==> src/rtl/synth_pkg.sv <==
// Types and constants shared by the synth voice blocks: envelope, mixer and voice allocator.
package synth_pkg;

  localparam int unsigned LEVEL_W = 16;

  typedef logic [LEVEL_W-1:0] level_t;

  localparam level_t LEVEL_MAX = 16'hFFFF;

  typedef enum logic [2:0] {
    ENV_IDLE,
    ENV_ATTACK,
    ENV_DECAY,
    ENV_SUSTAIN,
    ENV_RELEASE
  } env_state_t;

endpackage

==> src/rtl/tick_divider.sv <==
// Free-running pacing counter: tick_o is high for one clock out of every TICK_DIV clocks.
module tick_divider #(
  parameter int unsigned TICK_DIV = 1024
) (
  input  logic clk_i,
  input  logic reset_i,
  output logic tick_o
);

  // A divide-by-one still needs a 1-bit counter; it simply never leaves zero.
  localparam int unsigned CNT_W = (TICK_DIV > 1) ? $clog2(TICK_DIV) : 1;
  localparam logic [CNT_W-1:0] CNT_LAST = CNT_W'(TICK_DIV - 1);

  logic [CNT_W-1:0] cnt_q;
  logic [CNT_W-1:0] cnt_d;

  always_comb begin
    cnt_d = (cnt_q == CNT_LAST) ? '0 : cnt_q + 1'b1;
  end

  // NOTE: reset is synchronous here, so it lives inside the clocked branch, not the sensitivity list.
  always_ff @(posedge clk_i) begin
    if (reset_i) begin
      cnt_q <= '0;
    end else begin
      cnt_q <= cnt_d;
    end
  end

  assign tick_o = (cnt_q == CNT_LAST);

endmodule

==> src/rtl/envelope_generator.sv <==
// Per-voice ADSR envelope: gate-driven state changes every clock, tick-paced saturating level ramps.
module envelope_generator
  import synth_pkg::*;
#(
  parameter int unsigned TICK_DIV = 1024
) (
  input  logic               clk_i,
  input  logic               reset_i,
  input  logic               gate_i,
  input  logic [LEVEL_W-1:0] attack_step_i,
  input  logic [LEVEL_W-1:0] decay_step_i,
  input  logic [LEVEL_W-1:0] sustain_level_i,
  input  logic [LEVEL_W-1:0] release_step_i,
  output logic [LEVEL_W-1:0] level_o,
  output logic               active_o,
  output logic               done_o
);

  env_state_t   state_q, state_d;
  level_t       level_q, level_d;
  logic         active_q;
  logic         done_q, done_d;
  logic         tick;
  logic [LEVEL_W:0] attack_sum;
  logic [LEVEL_W:0] decay_diff;

  tick_divider #(.TICK_DIV(TICK_DIV)) u_tick (
    .clk_i   (clk_i),
    .reset_i (reset_i),
    .tick_o  (tick)
  );

  // The decay difference is read as 17-bit two's complement so an overshoot below zero still compares low.
  assign attack_sum = {1'b0, level_q} + {1'b0, attack_step_i};
  assign decay_diff = {1'b0, level_q} - {1'b0, decay_step_i};

  // NOTE: every next-state signal gets a default first so no path leaves it unassigned (no latch).
  always_comb begin
    state_d = state_q;
    level_d = level_q;
    done_d  = 1'b0;
    unique case (state_q)
      ENV_IDLE: begin
        level_d = '0;
        if (gate_i) state_d = ENV_ATTACK;
      end
      ENV_ATTACK: begin
        if (tick) begin
          if (attack_sum >= {1'b0, LEVEL_MAX}) begin
            level_d = LEVEL_MAX;
            state_d = ENV_DECAY;
          end else begin
            level_d = attack_sum[LEVEL_W-1:0];
          end
        end
        if (!gate_i) state_d = ENV_RELEASE;
      end
      ENV_DECAY: begin
        if (tick) begin
          if ($signed(decay_diff) <= $signed({1'b0, sustain_level_i})) begin
            level_d = sustain_level_i;
            state_d = ENV_SUSTAIN;
          end else begin
            level_d = decay_diff[LEVEL_W-1:0];
          end
        end
        if (!gate_i) state_d = ENV_RELEASE;
      end
      ENV_SUSTAIN: begin
        level_d = sustain_level_i;
        if (!gate_i) state_d = ENV_RELEASE;
      end
      ENV_RELEASE: begin
        if (tick) begin
          if (level_q <= release_step_i) begin
            level_d = '0;
            state_d = ENV_IDLE;
          end else begin
            level_d = level_q - release_step_i;
          end
        end
        // A re-pressed key wins over the end of the tail and restarts from the current level.
        if (gate_i) state_d = ENV_ATTACK;
      end
      default: begin
        state_d = ENV_IDLE;
        level_d = '0;
      end
    endcase
    done_d = (state_q == ENV_RELEASE) && (state_d == ENV_IDLE);
  end

  // NOTE: sequential state is updated only with non-blocking assignments.
  always_ff @(posedge clk_i) begin
    if (reset_i) begin
      state_q  <= ENV_IDLE;
      level_q  <= '0;
      active_q <= 1'b0;
      done_q   <= 1'b0;
    end else begin
      state_q  <= state_d;
      level_q  <= level_d;
      active_q <= (state_d != ENV_IDLE);
      done_q   <= done_d;
    end
  end

  assign level_o  = level_q;
  assign active_o = active_q;
  assign done_o   = done_q;

endmodule

==> config.mk <==
export PLATFORM = sky130hd
export DESIGN_NAME = envelope_generator
export DESIGN_NICKNAME = d
export VERILOG_FILES = /design/src/rtl/synth_pkg.sv /design/src/rtl/tick_divider.sv /design/src/rtl/envelope_generator.sv
export SDC_FILE = /design/constraint.sdc
export NUM_CORES = 1
export LEC_CHECK = 0
export ABC_CLOCK_PERIOD_IN_PS = 5600
export CAP_MARGIN = 20
export CORE_MARGIN = 2
export CORE_UTILIZATION = 55
export DETAILED_ROUTE_END_ITERATION = 7
export PLACE_DENSITY = 0.91
export SLEW_MARGIN = 5
export SYNTH_ARGS = -nofsm -noshare
export SYNTH_HDL_FRONTEND = slang
export SYNTH_SLANG_ARGS = --single-unit
==> constraint.sdc <==
create_clock -name clk_i -period 5.6 [get_ports clk_i]
set_clock_uncertainty 0.05 [all_clocks]
set_input_delay 0.56 -clock clk_i [delete_from_list [all_inputs] [get_ports clk_i]]
set_output_delay 0.56 -clock clk_i [all_outputs]
set_load 0.01 [all_outputs]
==> impl_metrics.json, run 1 <==
{
  "ys.flop_type": "dfxtp_1",
  "die_y_um": 98.1,
  "yosys_register_bits": 31,
  "yosys.cell_types.count": 73,
  "drt_iter0_drc": 541,
  "timing.rr.end": "level_o[4]",
  "setup_viol": 0,
  "cap_viol_max_count": 0,
  "power_density_mw_per_mm2": 121,
  "period_share": 0.929,
  "grt_pass1_vias": 5344,
  "seq_power_share": 0.323,
  "cts-root-buf": "clkbuf_8",
  "hold_buffers": 0,
  "fin_util": 0.686,
  "synth_fp_nets": 791,
  "vias": 5404,
  "cts-buffers-inserted": 5,
  "holdCritPathClass": "reg2reg",
  "ys_async_sr_fraction": 0,
  "p_sw_uw": 229,
  "ff2ff_setup_slack_ps": 580,
  "drt-total-wl_mm": 15.3,
  "cts.sinks": 31,
  "fin_crit_ps": 5200,
  "postSynthAreaPerCell_um2": 7.42,
  "layout-drive-gt1-share": 0.0614,
  "h-tree-depth": 2,
  "ir_worst_vdd_mv": 0.142,
  "syn2layout_area_growth_pct": 21.7,
  "initial_utilization": 0.564,
  "synth_seq_area_share": 0.127,
  "cts_tree": "yes",
  "synth_commonest_cells": "inv_1 (74), a21oi_1 (68), ha_1 (65)",
  "synth_edf_count": 0,
  "r2r_start": "level_o[1]",
  "fmaxAchievable_mhz": 192,
  "place_congestion": 0.948,
  "worst_pin_slew_ps": 841,
  "worstHoldStart": "u_tick.cnt_q[0]",
  "start_kind": "input port",
  "final_max_slew_viol_count": 0,
  "rr_worst_depth": 19,
  "crit_path_max_fanout": 10,
  "fp-row-count": 34,
  "dieArea_mm2": 0.00962,
  "pwr-share-comb": 0.350,
  "grt_max_degree": 27,
  "whs_path_depth": 1,
  "io_buffers": 84,
  "report.power.total_uw": 716,
  "io_pins": 85,
  "p_leak_uw": 0.00270,
  "cts_buffer_depth": 2,
  "fin_setup_tns_ps": 0,
  "yosys_warnings": 0,
  "synth_top_area_cell": "ha_1",
  "core_area_mm2": 0.00864,
  "synth.top_cells.by_area": "ha_1 (17%), dfxtp_1 (13%), a21oi_1 (7.0%)",
  "hpwl_mm": 12.2,
  "antenna_found_initial": 0,
  "wire_per_inst_um": 18.2,
  "die_w_um": 98.1,
  "critPathArrivalTime_ps": 5330,
  "path_clk_slew_ps": 70,
  "rsz0062_at_grt": "false",
  "outcome": "finished clean",
  "cts_resized": 0,
  "switching_share": 0.319,
  "critPathRequiredTime_ps": 5730,
  "synth_top_area_frac": 0.167,
  "final_antenna_net_count": 0,
  "synth_area_mm2": 0.00487,
  "endpoint_kind": "register",
  "hold_viol_final": 0,
  "postCtsSetupBuffers": 0,
  "drc": 0,
  "min_to": "u_tick.cnt_q[0]",
  "grt.overflow.total": 0,
  "drt-pass1-iter-count": 7,
  "clock_power_share": 0.327,
  "syn_inst": 656,
  "final_nets": 867,
  "drt-vias-per-instance": 6.43,
  "num_antenna_cells": 0,
  "clkLatencyLatePin_ps": 290,
  "grt_use_total": 0.312,
  "worst-setup-path-type": "in2reg",
  "internal_power_uw": 487,
  "grt_pass1_wl_mm": 25.0,
  "synth.most_common_cell": "inv_1",
  "relSlewSlack": 0.439
}
-- worst max-delay path by stage --
stage	startpoint	endpoint
floorplan	decay_step_i[1]	level_o[15]
global placement	decay_step_i[1]	level_o[6]
detailed placement	decay_step_i[1]	level_o[7]
CTS	decay_step_i[1]	level_o[4]
global route	decay_step_i[1]	level_o[4]
finish	decay_step_i[1]	level_o[4]
-- cell usage in the layout, fill, tap and decap left out, drive strengths merged, types with 11 or more instances in the layout --
cell,n
clkdlybuf4s50,84
inv,74
a21oi,70
ha,65
nand2,54
nor2,45
dfxtp,31
o21ai,29
xnor2,23
xor2,19
a21o,18
o21a,15
nor3,15
a221oi,13
nand3,12
o211ai,11
-- metal layers --
metal	track usage	wire [um]
met1	0.407	6340
met3	0.0394	1370
met5	0	0
met2	0.536	7090
met4	0.0994	494
-- critical path, stage by stage --
cell and delay [ps]:
clkdlybuf4s50_1 450, inv_1 70, ha_1 280, nor2b_1 150, o31ai_2 320, a2111oi_0 170, buf_4 170, o41ai_2 350
o21bai_1 100, a21oi_1 180, xnor2_1 120, ha_1 330, nand4_1 170, nor4_2 390, o31ai_1 160, a32oi_1 310
o31ai_4 200, buf_4 230, mux2_2 230, a21oi_1 70, a221oi_1 310
-- power by group through the flow --
stage	combinational, uW	clock, uW	sequential (uW)
finish	250	234	231
global route	274	244	232
CTS	244	233	231
detailed placement	240	0	236
floorplan	149	0	234
global placement	234	0	236
-- kinds of logic (layout without fill, tap and decap cells) --
group           after synthesis  after routing  share of synthesized area
simple gates                181            181                      0.186
buf+inv                      95            172                     0.0761
flops                        31             31                      0.127
mux                          13             13                     0.0288
xor+xnor                     42             42                     0.0756
fa+ha+maj                    68             68                      0.179
compound gates              226            226                      0.326
-- registers in the layout, summed over array words and instances (netlist names) --
register / count
active_o: 1
u_tick.cnt_q: 10
state_q: 3
done_o: 1
level_o: 16
-- final cells by class --
type	instances	area, um2
clock buffers	6	82.6
clock inverters	2	35.0
fillers	719	2710
inverters	74	278
multi-input cells	530	3890
flip-flops and latches	31	621
well taps	108	135
repair buffers	90	886
-- through the flow --
step	instance area, um2	hold WS [ps]	setup slack, ps	cells
after global placement	5800	392	337	833
after CTS	5910	445	264	841
after detailed placement	5800	435	9.12	833
after floorplan	4870	376	1160	656
final	5930	436	395	841
after global routing	5930	467	31.8	841
Note: power is estimated with default switching activity, not from simulation.
==> run 2, diff against run 1 <==
Settings changed: CTS_CLUSTER_DIAMETER set to 150.
==> results of run 2 <==
No change in the layout: final DEF, timing and power equal those of run 1.
==> run 3, diff against run 2 <==
Settings changed: CORE_MARGIN 2 to 5.
==> impl_metrics.json, run 3 (synthesized netlist as in run 1, its figures left out) <==
{
  "outcome": "finished clean",
  "grt.overflow.total": 0,
  "timing.rr.end": "level_o[7]",
  "place_congestion": 0.952,
  "cts_resized": 0,
  "vias": 5271,
  "grt_pass1_wl_mm": 24.6,
  "final_nets": 867,
  "cp-startpoint": "decay_step_i[1]",
  "relSlewSlack": 0.508,
  "p_leak_uw": 0.00270,
  "antenna_found_initial": 0,
  "layout-drive-gt1-share": 0.0600,
  "fin_setup_tns_ps": 0,
  "worst_pin_slew_ps": 736,
  "cp-endpoint": "level_o[7]",
  "core_area_mm2": 0.00868,
  "r2r_start": "level_o[1]",
  "critPathArrivalTime_ps": 5320,
  "final_antenna_net_count": 0,
  "period_share": 0.926,
  "hold_buffers": 0,
  "final_max_slew_viol_count": 0,
  "fp-row-count": 34,
  "ff2ff_setup_slack_ps": 590,
  "wire_per_inst_um": 18.0,
  "power_density_mw_per_mm2": 120,
  "cts-root-buf": "clkbuf_8",
  "cap_viol_max_count": 0,
  "die_w_um": 104,
  "fmaxAchievable_mhz": 193,
  "rsz0062_at_grt": "false",
  "fin_util": 0.682,
  "initial_utilization": 0.561,
  "crit_path_max_fanout": 10,
  "layoutNonFillerInstCount": 841,
  "drt-total-wl_mm": 15.1,
  "drt-pass1-iter-count": 7,
  "syn2layout_area_growth_pct": 21.6,
  "drt_iter0_drc": 471,
  "h-tree-depth": 2,
  "io_pins": 85,
  "io_buffers": 84,
  "setup_ws_ps": 415,
  "grt_pass1_vias": 5064,
  "num_antenna_cells": 0,
  "path_clk_slew_ps": 70,
  "clkLatencyLatePin_ps": 290,
  "die_y_um": 104,
  "worst-setup-path-type": "in2reg",
  "cts.sinks": 31,
  "grt_use_total": 0.267,
  "pre_cts_ws_ps": 74.3,
  "setup_viol": 0,
  "endpoint_kind": "register",
  "ir_worst_vdd_mv": 0.133,
  "fin_crit_ps": 5180,
  "holdCritPathClass": "reg2reg",
  "drt-vias-per-instance": 6.27,
  "layout_commonest_cell": "clkdlybuf4s50_1",
  "dieArea_mm2": 0.0108,
  "cts_buffer_depth": 2,
  "rr_worst_depth": 19,
  "grt_max_degree": 27,
  "hold_viol_final": 0,
  "start_kind": "input port",
  "hpwl_mm": 12.4,
  "drc": 0,
  "place_inst": 833,
  "cts-buffers-inserted": 5,
  "postCtsSetupBuffers": 0,
  "largest_reg_flops": 16,
  "cts_tree": "yes",
  "critPathRequiredTime_ps": 5740,
  "final_cell_mix": "clkdlybuf4s50_1 (84), inv_1 (74), a21oi_1 (68), ha_1 (65), nand2_1 (54)",
  "report.power.total_uw": 710
}
## run 3: cell count changes in the layout (fill, tap and decap cells not counted)
cell / previous run / this run
nor4_2: 4 / 3
nor4_1: 3 / 4
## run 3: how the worst min path moves through the flow
stage	slack [ps]	cells after the start	end	startpoint
after global routing	450	1	u_tick.cnt_q[0]	u_tick.cnt_q[0]
after global placement	390	1	u_tick.cnt_q[0]	u_tick.cnt_q[0]
after floorplan	380	1	u_tick.cnt_q[0]	u_tick.cnt_q[0]
after CTS	420	1	u_tick.cnt_q[0]	u_tick.cnt_q[0]
final	420	1	u_tick.cnt_q[0]	u_tick.cnt_q[0]
after detailed placement	410	1	u_tick.cnt_q[0]	u_tick.cnt_q[0]
## run 3: final cells by class
cell class | count | area [um2]
Fill cell | 713 | 2760
Tap cell | 108 | 135
Inverter | 74 | 278
Timing Repair Buffer | 90 | 886
Multi-Input combinational cell | 530 | 3880
Sequential cell | 31 | 621
Clock buffer | 6 | 82.6
Clock inverter | 2 | 35.0
## run 3: where the power goes
| group | internal [uW] | switching, uW | total [uW] |
|---|---|---|---|
| combinational | 118 | 128 | 246 |
| sequential | 225 | 6.51 | 231 |
| clock | 144 | 89.3 | 233 |
| total | 487 | 224 | 710 |
## run 3: stage by stage
stage / instance area [um2] / hold WS [ps]
final: 5920 / 420
after global placement: 5800 / 387
after global routing: 5920 / 448
after floorplan: 4870 / 376
after detailed placement: 5800 / 408
after CTS: 5910 / 423
## run 3: metal layers
metal  vias up  part of all wire  global-route usage  wire length (um)
met2       200              0.48               0.455              7210
met5         -                 0                   0                 0
met3        30             0.064              0.0354               965
met4         0             0.023              0.0842               350
li1       2563                 -                   -                 -
met1      2478              0.44               0.349              6580
## run 3: critical path, stage by stage
cell	delay (ps)
clkdlybuf4s50_1	450
inv_1	60
ha_1	290
nor2b_1	150
o31ai_2	310
a2111oi_0	180
buf_4	180
o41ai_2	390
o21bai_1	120
a21oi_1	180
xnor2_1	120
ha_1	330
nand4_1	150
nor4_1	390
o31ai_1	130
a32oi_1	310
o31ai_4	200
buf_4	230
mux2_2	230
a21oi_1	60
a221oi_1	270
